**config.mk**
```make
export PLATFORM = sky130hd
export DESIGN_NAME = instr_sequencer
export DESIGN_NICKNAME = d
export VERILOG_FILES = /design/src/rtl/instr_sequencer.sv
export SDC_FILE = /design/constraint.sdc
export NUM_CORES = 1
export LEC_CHECK = 0
export ABC_AREA = 1
export BUFFER_PORTS_ARGS = -buffer_cell sky130_fd_sc_hd__buf_2
export CORE_MARGIN = 8
export CORE_UTILIZATION = 47
export CTS_BUF_LIST = sky130_fd_sc_hd__clkbuf_8
export DETAILED_ROUTE_END_ITERATION = 7
export PLACE_DENSITY = 0.79
export SLEW_MARGIN = 10
export SYNTH_ARGS = -nofsm -noshare
export SYNTH_HDL_FRONTEND = slang
export SYNTH_SLANG_ARGS = --single-unit
```
**constraint.sdc**
```tcl
create_clock -name clk -period 1.7 [get_ports clk]
set_clock_uncertainty 0.15 [all_clocks]
set_input_delay 0.085 -clock clk [delete_from_list [all_inputs] [get_ports clk]]
set_output_delay 0.085 -clock clk [all_outputs]
set_load 0.02 [all_outputs]
```
**src/rtl/instr_sequencer.sv**
```systemverilog
// Fetch/execute sequencer for the IR/GPR datapath.
// Drives imem handshake, IR latch and GPR/SGPR commit strobes.
module instr_sequencer #(
    parameter int              PC_W          = 16,
    parameter logic [PC_W-1:0] START_PC      = '0,
    parameter int              FETCH_TIMEOUT = 15
) (
    input  logic            clk,
    input  logic            rst_n,
    input  logic            start,
    input  logic            halt_req,
    output logic            imem_req,
    output logic [PC_W-1:0] imem_addr,
    input  logic            imem_valid,
    input  logic [31:0]     imem_rdata,
    output logic [31:0]     ir,
    output logic            gpr_we,
    output logic            mul_hi_sel,
    output logic            sgpr_we,
    output logic [PC_W-1:0] pc,
    output logic            busy,
    output logic            err
);

    typedef enum logic [2:0] {
        S_IDLE,
        S_FETCH,
        S_EXEC,
        S_MULHI,
        S_ERR
    } state_t;

    localparam logic [7:0] TO_LAST = 8'(FETCH_TIMEOUT - 1);

    state_t          state_q, state_d;
    logic [PC_W-1:0] pc_d;
    logic [31:0]     ir_d;
    logic            err_d;
    logic            halt_q, halt_d;
    logic [7:0]      cnt_q, cnt_d;

    logic [4:0] op;
    logic       op_legal;
    logic       op_mul;

    assign op       = ir[31:27];
    assign op_legal = (op <= 5'd4);
    assign op_mul   = (op == 5'd4);

    // Moore outputs decoded from state and IR only.
    assign imem_req   = (state_q == S_FETCH);
    assign imem_addr  = pc;
    assign busy       = (state_q != S_IDLE) && (state_q != S_ERR);
    assign gpr_we     = (state_q == S_EXEC) && op_legal;
    assign sgpr_we    = (state_q == S_MULHI);
    assign mul_hi_sel = (state_q == S_MULHI);

    // State and architectural registers.
    always_ff @(posedge clk or negedge rst_n) begin
        if (!rst_n) begin
            state_q <= S_IDLE;
            pc      <= START_PC;
            ir      <= '0;
            err     <= 1'b0;
            halt_q  <= 1'b0;
            cnt_q   <= '0;
        end else begin
            state_q <= state_d;
            pc      <= pc_d;
            ir      <= ir_d;
            err     <= err_d;
            halt_q  <= halt_d;
            cnt_q   <= cnt_d;
        end
    end

    // Next-state logic; the wait counter only runs while stalled in FETCH.
    always_comb begin
        state_d = state_q;
        pc_d    = pc;
        ir_d    = ir;
        err_d   = err;
        halt_d  = halt_q;
        cnt_d   = '0;
        unique case (state_q)
            S_IDLE, S_ERR: begin
                if (start) begin
                    pc_d    = START_PC;
                    err_d   = 1'b0;
                    halt_d  = 1'b0;
                    state_d = S_FETCH;
                end
            end
            S_FETCH: begin
                if (halt_req) halt_d = 1'b1;
                if (imem_valid) begin
                    ir_d    = imem_rdata;
                    pc_d    = pc + 1'b1;
                    state_d = S_EXEC;
                end else if (cnt_q == TO_LAST) begin
                    err_d   = 1'b1;
                    state_d = S_ERR;
                end else begin
                    cnt_d = cnt_q + 8'd1;
                end
            end
            S_EXEC: begin
                if (!op_legal) begin
                    err_d   = 1'b1;
                    halt_d  = 1'b0;
                    state_d = S_ERR;
                end else if (op_mul) begin
                    if (halt_req) halt_d = 1'b1;
                    state_d = S_MULHI;
                end else if (halt_q) begin
                    halt_d  = 1'b0;
                    state_d = S_IDLE;
                end else begin
                    halt_d  = halt_req;
                    state_d = S_FETCH;
                end
            end
            S_MULHI: begin
                if (halt_q) begin
                    halt_d  = 1'b0;
                    state_d = S_IDLE;
                end else begin
                    halt_d  = halt_req;
                    state_d = S_FETCH;
                end
            end
            default: state_d = S_IDLE;
        endcase
    end

endmodule
```
-- Word-level counts from Yosys, hierarchy flattened
Index checks and enable logic that the tools add are counted.
- register bits after elaboration: 61
- input bits: 37
- output and inout bits: 70
- word-level logic and storage cells: 58
- add/sub/neg operators: 2
- $lt $le $gt $ge: 1
- equality and inequality tests: 13
- muxes and demuxes: 23
- reductions and logical operators: 13
- operators by type and width (kind ; count):
    $mux W16 ; 2
    $pmux W16 S2 ; 1
    $mux W8 ; 3
    $add A16 B1 Y16 const B ; 1
    $mux W3 ; 4
    $pmux W3 S4 ; 1
    $mux W1 ; 9
    $add A8 B1 Y8 const B ; 1
    $eq A8 B4 Y1 const B ; 1
    $eq A3 B2 Y1 const B ; 2
    $ne A2 B2 Y1 const B ; 3
    $reduce_and A2 Y1 ; 3
    $reduce_bool A3 Y1 ; 2
    $eq A5 B3 Y1 const B ; 1
    $le A5 B3 Y1 const B ; 1
    $reduce_and A5 Y1 ; 1
    $ne A2 B1 Y1 const B ; 2
    $pmux W1 S4 ; 1
    $reduce_bool A4 Y1 ; 1
    $eq A3 B1 Y1 const B ; 1
    $eq A3 B3 Y1 const B ; 1
    $logic_not A3 Y1 ; 1
    $ne A3 B1 Y1 const B ; 1
    $ne A3 B3 Y1 const B ; 1
    6 further kinds ; 7

-- Logic depth before layout (Yosys ltp)
- depth after elaboration: 4
- mapped depth: 8

-- Worst setup path after synthesis
Ideal clock, no wire load.
- path kind: register to register
- start: register pc[0], in the netlist imem_addr[0]
- end: register pc[12], in the netlist imem_addr[12]
- library setup time: 83 ps
- arrival time: 1419 ps
- slack: 48 ps
- cell stages (with the launch flop): 8
- path buffers: 0
- clock period less this slack: 1652 ps
- cell sequence: dfrtp_1 > ha_1 > inv_1 > nor2_1 > nand3_1 > nand2_1 > nand3_1 > o21ai_0
- cells in the longest elaborated chain, start to end: 3
- ends and longest elaborated chain (element ; line ; source):
    start: declaration ; 20 ; output logic [PC_W-1:0] pc,
    start signal: assignment ; 69 ; pc <= pc_d;
    $add A16 B1 Y16 ; 98 ; pc_d = pc + 1'b1;
    $mux W16 ; 96 ; if (imem_valid) begin
    $pmux W16 S2 ; 85 ; unique case (state_q)
Every way passes these cells. The select of a mux whose other input is x is not followed.
A chain may end at the register's enable or synchronous reset.

-- Final worst setup path
- start: register state_q[0]
- end: register ir[9]
- cells in the longest elaborated chain, start to end: 2
- ends and longest elaborated chain (element ; line ; source):
    start: declaration ; 35 ; state_t state_q, state_d;
    start signal: assignment ; 68 ; state_q <= state_d;
    $eq A3 B1 Y1 ; 85 ;
    $reduce_and A2 Y1 (no source line) ; - ;
    end signal: assignment ; 70 ; ir <= ir_d;
    end: declaration ; 16 ; output logic [31:0] ir,
Every way passes these cells.

==> impl_metrics.yaml <==
grt:
  grt_pass1_wl_um: 14900
  grt_max_degree: 62
  grt_overflow: 0
  antenna_found_initial: 0
  first_global_vias: 2980
  track_usage_pct: 19.3
synth:
  synthesis.nets: 376
  syn_area_per_cell_um2: 9.29
  yosysWarnings: 0
  yosysUniqueCellTypes: 22
  ys_ff_latch: 61
  synthCells: 336
  syn_area_um2: 3120
  ys_seq_area_share_pct: 48.9
drt:
  firstDrtPassIters: 4
  num_vias: 2809
  wl_per_cell_um: 16.6
  drt_first_iter_violations: 156
  via_per_inst: 5.06
  drcViolationCount: 0
  ant_nets: 0
  wl_um: 9210
place:
  dp_worst_setup_slack_ns: 0.0624
  port_buffers: 106
  hpwl_um: 5660
  place_congestion: 0.897
sta:
  fin_ws_ns: 0.0486
  fmax_ghz: 0.606
  setup_viol: 0
  fin_setup_tns_ns: 0
  hold_viol: 0
  slew_headroom_pct: 67.5
  fin_crit_sh_pct: 97.1
  grt_setup_unrepaired: "true"
  worst_pin_slew_ns: 0.484
  finalMaxSlewViolations: 0
  fin_crit_ns: 1.65
pwr:
  p_per_area_nw_per_um2: 1530
  clkPwrFrac_pct: 19.3
  vdd_drop_max_mv: 1.17
  switching_share_pct: 39.7
  leakagePower_nw: 2.31
  p_sw_w: 0.00261
  p_comb_share_pct: 45.7
  pwr-share-seq_pct: 35.0
  p_int_w: 0.00395
critical_path:
  worstPathRequired_ns: 1.77
  r2r-start: "state_q[0]"
  worstPathArrival_ns: 1.73
  rr_worst_depth: 6
  cp-startpoint: "state_q[0]"
  setup.worst_path.end_class: "flop"
  path_class: "flop to flop"
  crit_path_max_fanout: 18
  rrSetupSlack_ns: 0.05
  rr_endpoint: "ir[9]"
  crit_path_start_kind: "flop"
clock_network:
  tritoncts: "built"
  cts_buffer_depth: 2
  cts_root_buf: "clkbuf_8"
  cts_htree_levels: 3
  clock_sinks: 61
  cts_made_buffers: 9
  cts.clk_slew.worst_paths_ns: 0.06
  clk-insertion-delay-late_ns: 0.34
cells_and_area:
  nNetsFinal: 516
  area_growth_pct: 36.9
  drive_gt1_share_pct: 36.2
  insertedDiodeCount: 0
  fill_cells: 494
floorplan:
  core_area_um2: 6390
  rows: 29
  die-area_um2: 9510
  initial_core_util_pct: 48.9
  die_width_um: 97.5
  die_h_um: 97.5
  io_pins: 107
worst_hold_path:
  hold_class: "input pin to asynchronous set/reset pin"
outcome:
  status: "finished clean"
job:
  drv_cap: 0
## cells in the final DEF, fill, tap and decap left out, types with 2 or more instances in the layout
master         count
nor2_1            36
mux2_4            24
nand2_1           78
nor3_1             2
ha_1               3
or2_2              2
buf_2            105
nor2_2             2
mux2_2             6
dfrtp_1           56
dlygate4sd3_1     36
buf_6              2
buf_4              6
inv_2              2
clkbuf_8          11
nand4_1           12
xor2_1             2
o21ai_0           12
a21oi_1            7
dfrtp_2            5
nand3_1           26
inv_1             33
## cell type report
type	count	area, µm²	share of cell area, %
clock inverter	2	35.0	0.820
inverter	35	131	3.07
tap	77	96.3	2.25
sequential	61	1530	35.9
clock buffer	11	151	3.54
timing repair buffer	152	1030	24.0
multi-input combinational	217	1300	30.4
## power by group through the flow
stage / sequential [W] / combinational, W / clock, W
floorplan: 0.00277 / 0.00134 / 0
global placement: 0.00223 / 0.00270 / 0
detailed placement: 0.00223 / 0.00278 / 0
CTS: 0.00224 / 0.00288 / 0.00128
global route: 0.00234 / 0.00321 / 0.00135
finish: 0.00230 / 0.00299 / 0.00127
## state kept, by name, summed over array words and instances (netlist names)
name and flops:
ir 32, halt_q 1, err 1, imem_addr 16
state_q 3, cnt_q 8
## stage by stage
stage          instance area [µm²]  utilization (%)  cells  hold WS (ns)  total power (W)
3_5_place_dp                  3660             57.3    504       -0.0292          0.00501
5_1_grt                       4270             66.9    555         0.179          0.00690
6_report                      4270             66.9    555         0.151          0.00656
3_3_place_gp                  3660             57.3    504       -0.0326          0.00492
4_1_cts                       4230             66.2    554         0.147          0.00640
2_1_floorplan                 3120                -    336        -0.361          0.00411
## synthesized netlist by cell type
master	instances	area share (%)
buf_4	17	4.1
mux2_4	24	12
nand2_4	1	0.36
nand4_1	12	2.4
clkbuf_1	2	0.24
o21ai_0	12	1.9
inv_1	35	4.2
a21oi_1	7	1.1
buf_2	1	0.16
nor3_4	1	0.52
ha_1	3	1.2
nor2_1	38	4.6
xnor2_1	1	0.28
or2_2	2	0.40
buf_6	3	1.1
mux2_2	6	2.2
xor2_1	2	0.56
nand3_1	27	4.3
nand2_1	78	9.4
a21o_1	1	0.24
dfrtp_1	61	49
nor3_1	2	0.32
## kinds of logic after synthesis
logic type      Yosys count  share of synthesized area [%]
simple gates            161                           22.3
flops                    61                           48.9
buf+inv                  58                           9.78
mux                      30                           13.7
compound gates           20                           3.29
xor+xnor                  3                          0.842
fa+ha+maj                 3                           1.20
## worst max-delay path, stage by stage, from the launching register on
cell and delay (ns):
dfrtp_1 0.39, inv_2 0.08, nor3_4 0.20, buf_4 0.15
nand2_4 0.07, clkbuf_16 0.19, mux2_4 0.30
## metal layers
metal	wire, µm	track usage (%)
met1	3680	21.1
met2	4350	30.8
met3	1030	9.46
met5	0	0
met4	147	8.97
## worst max path at each step
| stage | end | cells past startpoint |
|---|---|---|
| floorplan | imem_addr[12] | 7 |
| global placement | ir[9] | 4 |
| detailed placement | imem_addr[2] | 6 |
| CTS | gpr_we | 5 |
| global route | imem_addr[2] | 6 |
| finish | ir[9] | 6 |
## timing repair
item | 4_1_cts | 5_1_grt
resized for setup | 3 | 11
hold buffers | 36 | 0
pin swaps | 1 | 0
setup endpoints to repair | 1 | 44
buffers inserted | 1 | 0
gates cloned | 0 | 1
hold endpoints to repair | 98 | 0
Note: power is estimated with default switching activity, not from simulation.
